### src/rtl/nibble_pkg.sv
// Shared definitions for the nibble packer: nibble width, FSM encoding and
// the count-width helper used by the packer and its interface.
package nibble_pkg;

  localparam int NIBBLE_W = 4;

  localparam logic [0:0] ST_FILL = 1'b0;
  localparam logic [0:0] ST_FULL = 1'b1;

  // Count must hold the value n itself, hence the extra bit.
  function automatic int cnt_w(input int n);
    return $clog2(n) + 1;
  endfunction

endpackage

### src/rtl/nibble_packer_if.sv
// Nibble-in / packed-word-out handshake bundle between an upstream nibble
// source, the packer and the downstream word consumer.
interface nibble_packer_if
  import nibble_pkg::*;
#(
  parameter int NIBBLES = 4
);
  localparam int CW = cnt_w(NIBBLES);

  logic [NIBBLE_W-1:0]         in_data;
  logic                        in_valid;
  logic                        in_ready;
  logic                        flush;
  logic [NIBBLE_W*NIBBLES-1:0] out_data;
  logic [CW-1:0]               out_count;
  logic                        out_valid;
  logic                        out_ready;

  modport master (
    output in_data, in_valid, flush, out_ready,
    input  in_ready, out_data, out_count, out_valid
  );

  modport slave (
    input  in_data, in_valid, flush, out_ready,
    output in_ready, out_data, out_count, out_valid
  );

endinterface

### src/rtl/nibble_packer.sv
// Packs a stream of nibbles LSB-first into NIBBLES-wide words; a word is
// presented when full or when flush closes a non-empty partial word.
module nibble_packer
  import nibble_pkg::*;
#(
  parameter int NIBBLES = 4
)(
  input  logic          clk,
  input  logic          rst,
  nibble_packer_if.slave bus
);
  localparam int CW = cnt_w(NIBBLES);
  localparam int DW = NIBBLE_W * NIBBLES;

  logic [0:0]         state_q, state_d;
  logic [DW-1:0]      buf_q, buf_d, filled;
  logic [CW-1:0]      count_q, count_d, count_inc;
  logic [NIBBLES-1:0] slot_we;
  logic               accept;
  logic               last;

  assign bus.in_ready = (state_q == ST_FILL) && !rst;
  assign accept       = bus.in_valid && bus.in_ready;
  assign count_inc    = count_q + CW'(accept);
  assign last         = accept && (count_q == CW'(NIBBLES - 1));

  // The count doubles as the write pointer: slot k takes the k-th nibble.
  for (genvar gi = 0; gi < NIBBLES; gi++) begin : g_slot
    assign slot_we[gi] = accept && (count_q == CW'(gi));
    assign filled[gi*NIBBLE_W +: NIBBLE_W] =
      slot_we[gi] ? bus.in_data : buf_q[gi*NIBBLE_W +: NIBBLE_W];
  end

  always_comb begin
    state_d = state_q;
    buf_d   = buf_q;
    count_d = count_q;
    if (state_q == ST_FILL) begin
      buf_d   = filled;
      count_d = count_inc;
      // A flush only closes a word that holds at least one nibble,
      // counting one accepted on the same edge.
      if (last || (bus.flush && (count_inc != '0))) begin
        state_d = ST_FULL;
      end
    end else if (bus.out_ready) begin
      state_d = ST_FILL;
      buf_d   = '0;
      count_d = '0;
    end
  end

  always_ff @(posedge clk) begin
    if (rst) begin
      state_q <= ST_FILL;
      buf_q   <= '0;
      count_q <= '0;
    end else begin
      state_q <= state_d;
      buf_q   <= buf_d;
      count_q <= count_d;
    end
  end

  assign bus.out_data  = buf_q;
  assign bus.out_count = count_q;
  assign bus.out_valid = (state_q == ST_FULL);

endmodule

### src/flat_wrapper.sv
// flat-port wrapper written by rule: the top's interface ports become plain ports
module nibble_packer_flat import nibble_pkg::*;
#(
  parameter int NIBBLES = 4
)
  (clk, rst, bus_in_data, bus_in_valid, bus_flush, bus_out_ready, bus_in_ready, bus_out_data, bus_out_count, bus_out_valid);
  nibble_packer_if #(.NIBBLES(NIBBLES)) bus_i ();
  input  logic clk;
  input  logic rst;
  input wire logic [$bits(bus_i.in_data)-1:0] bus_in_data;
  input wire logic [$bits(bus_i.in_valid)-1:0] bus_in_valid;
  input wire logic [$bits(bus_i.flush)-1:0] bus_flush;
  input wire logic [$bits(bus_i.out_ready)-1:0] bus_out_ready;
  output wire logic [$bits(bus_i.in_ready)-1:0] bus_in_ready;
  output wire logic [$bits(bus_i.out_data)-1:0] bus_out_data;
  output wire logic [$bits(bus_i.out_count)-1:0] bus_out_count;
  output wire logic [$bits(bus_i.out_valid)-1:0] bus_out_valid;
  assign bus_i.in_data = bus_in_data;
  assign bus_i.in_valid = bus_in_valid;
  assign bus_i.flush = bus_flush;
  assign bus_i.out_ready = bus_out_ready;
  assign bus_in_ready = bus_i.in_ready;
  assign bus_out_data = bus_i.out_data;
  assign bus_out_count = bus_i.out_count;
  assign bus_out_valid = bus_i.out_valid;
  nibble_packer #(.NIBBLES(NIBBLES)) u_core (.clk(clk), .rst(rst), .bus(bus_i));
endmodule
### config.mk
export PLATFORM = sky130hd
export DESIGN_NAME = nibble_packer_flat
export DESIGN_NICKNAME = d
export VERILOG_FILES = /design/src/rtl/nibble_pkg.sv /design/src/rtl/nibble_packer_if.sv /design/src/rtl/nibble_packer.sv /design/src/flat_wrapper.sv
export SDC_FILE = /design/constraint.sdc
export NUM_CORES = 1
export LEC_CHECK = 0
export ABC_AREA = 1
export CORE_MARGIN = 1
export CORE_UTILIZATION = 44
export DETAILED_ROUTE_END_ITERATION = 10
export PLACE_DENSITY_LB_ADDON = 0.15
export SYNTH_ARGS = -nofsm -noshare
export SYNTH_HDL_FRONTEND = slang
export SYNTH_SLANG_ARGS = --single-unit
### constraint.sdc
create_clock -name clk -period 2.2 [get_ports clk]
set_input_delay 0.22 -clock clk [delete_from_list [all_inputs] [get_ports clk]]
set_output_delay 0.22 -clock clk [all_outputs]
set_load 0.02 [all_outputs]
==> impl_results.md <==
- RSZ-0062 raised after global routing: false
- Yosys top cell by area: dfxtp_1
- Total CTS buffers: 3
- Die H: roughly 48 um
- P&R area growth vs syn: 36.2%
- I/O Pins: 30
- F_max: approximately 560 MHz
- Layout net count: between 150 and 200
- Post-synth top area share: around 44%
- TritonCTS clock tree: built
- Most frequent cell after synthesis: nand3_1
- Die width: roughly 48 um
- Synthesized Nets: about 130
- Post-cts sizing count: 0
- Synth Area in Compound Gates: a little over a tenth
- Synth top area cells: dfxtp_1 (44%), nand3_1 (17%), a21oi_1 (9.9%)
- Detailed placement HPWL: 1550 um
- Post-synthesis sequential area ratio: between 40% and 50%
- Post-synthesis adder-cell area fraction: under 10%
- Clock-pin slew on the worst setup and hold paths: ~0.10 ns
- Switching part of the total: 29.4%
- TritonRoute pass-1 iters: 6
- Synth Area in Simple Gates: between 30% and 40%
- Core area: ~2000 um2
- Fin crit share: about 82%
- Post-synth ARST share: 0%
- Crit path DAT: about 2 ns
- Post-CTS Setup Inserts: 0
- Clock share of power: between 20 and 25%
- Combinational family with the most area after synthesis: simple AND/OR/NAND/NOR gates
- Die area: 2260 um2
- Crit path max fanout: 4
- Clock Sink Count: 20
- Fin. max-slew vios: 0
- Post-synth EDFFs: 0
- Slowest-stage cell, CP: clkdlybuf4s50_1
- Routed Antenna Nets: 0
- WP data required: 2.40 ns
- Overall power: about 0.0007 W
- Run status: completed
- Internal: between 0.0005 and 0.0006 W
- Ys flop type: dfxtp_1
- Vias in the first global route: around 800
- Hold-fix buffers, CTS: 0
- Register share of total power: 54.0%
- LEAKAGE: between 0.4 and 0.5 nW
- Number of DRC markers in iteration 0: 31
- Clk root buf: clkbuf_4
- WS Path Type: in2reg
- Power Density: a little under 600 nW/um2
- Post-Synth XOR/XNOR Area: less than 1%
- DP Cell Count: about 180
- Mux contribution to synthesized area: 0%
- Max-capacitance violation count: 0
- Worst Tran Pin Value: roughly 0.57 ns
- Inserted Diodes: 0
- Worst-Skew Late Latency: 0.29 ns
- Layout cells sized above 1: under 10%
- Vias: 907
- Cell count after synthesis: roughly 120
- Final Hold Vio Count: 0
- Logic pwr share: approximately 23%
- Largest net degree at the start of global routing: 19
- Library cells used by synthesis: 19
- Setup crit end kind: register
- VDD IR max: ~590 uV
- #FFs+latches synth: 20
- Worst path cell trace: clkdlybuf4s50_1, nor2_8, nand2_2, clkinv_2, ha_1, ha_1, or2_2, o21bai_1, a21oi_1
- Max Root-Sink Buffers: 2
- Post-Route Setup TNS: 0 ns
- Average instance area after synthesis: 7.54 um2
- Initial antenna violation count: 0
- Fin cells: 178
- Slew headroom: about 60%
- Sw power: 0.000211 W
- Setup crit start kind: input pin
- Grt ovf: 0
- Avg WL per Cell: 11.7 um
- First-pass GRT wire length: approximately 3200 um
- Clock skew: around 0.0045 ns
- Vias per inst: between 5 and 6
- Post-layout min period: between 1.5 and 2 ns
- Routed WL: about 2100 um
- Post-synth top cells: nand3_1 (31), dfxtp_1 (20), nand2_1 (19), a21oi_1 (18)
- Synth Cell Area: roughly 910 um2
- Synth warnings: 0
- Starting Density: a little under half
- Gp weighted congestion: 0.793
- Crit path top cell by count: ha_1
- Port buffer count: 29
- # DRC: 0
- H-Tree Depth: 1
- Rows: 16
- GRT Util Overall: 20.5%
- Setup violators final: 0
- HP Class: reg2reg
- Largest stage delay, worst path: 0.58 ns
## critical path, delay by kind of cell
kind,cells,cell delay [ns]
compound gates,2,0.20
fa+ha+maj,2,0.47
buf+inv,2,0.65
simple gates,3,0.45
## area by class of cell
type	instances	area, um2
fill	194	719
multi-input combinational	85	430
sequential	20	400
timing repair buffer	32	313
inverter	11	42.5
tap	27	33.8
clock buffer	3	22.5
## registers in the layout, indices dropped and copies added (netlist names)
register / flops
u_core.bus.out_data: 16
u_core.bus.out_valid: 1
u_core.bus.out_count: 3
## per-stage QoR
| stage | setup slack, ns | util [%] | area [um2] | hold slack [ns] |
|---|---|---|---|---|
| after global placement | 0.158 | 62.2 | 1220 | 0.468 |
| final | 0.400 | 63.3 | 1240 | 0.486 |
| after CTS | 0.391 | 63.3 | 1240 | 0.489 |
| after detailed placement | 0.0778 | 62.2 | 1220 | 0.474 |
| after global routing | 0.341 | 63.3 | 1240 | 0.510 |
| after floorplan | 0.179 | - | 912 | 0.405 |
## final timing paths
check	startpoint	endpoint	slack, ns	depth (start not counted)
worst min register to register	u_core.bus.out_data[11]$_SDFFE_PP0P_	u_core.bus.out_data[11]$_SDFFE_PP0P_	0.49	2
worst max-delay path	rst	u_core.bus.out_valid$_SDFF_PP0_	0.40	9
worst min-delay path	u_core.bus.out_data[11]$_SDFFE_PP0P_	u_core.bus.out_data[11]$_SDFFE_PP0P_	0.49	2
worst max register to register	u_core.bus.out_valid$_SDFF_PP0_	u_core.bus.out_valid$_SDFF_PP0_	0.44	8
## routing by layer
layer	share of wire (%)	vias up	global-route usage [%]
li1	-	465	-
met1	44	418	23.9
met2	50	24	36.4
met3	6.5	0	5.66
met4	0	0	6.11
met5	0	-	0
## cells by family after synthesis
logic type | Yosys count
fa+ha+maj | 2
buf+inv | 16
xor+xnor | 1
compound gates | 19
simple gates | 63
flops | 20
## power groups by stage
stage	registers, W	logic (W)	clock network (W)
after floorplan	0.000408	0.0000918	0
after global placement	0.000396	0.000161	0
after detailed placement	0.000397	0.000164	0
after CTS	0.000388	0.000165	0.000172
after global routing	0.000390	0.000180	0.000183
final	0.000388	0.000165	0.000166
## cell usage in the layout, fill, tap and decap left out
cell type,Yosys,layout
nand3_1,31,31
clkdlybuf4s50_1,0,29
dfxtp_1,20,20
nand2_1,19,19
a21oi_1,18,18
nor2_1,9,9
inv_1,9,9
clkbuf_4,0,3
buf_4,1,3
ha_1,2,2
nor2_8,1,1
nand2_2,1,1
clkinv_2,1,1
inv_2,1,1
nor2_2,1,1
or2_2,1,1
xor2_1,1,1
o21bai_1,1,1
Note: power is estimated with default switching activity, not from simulation.
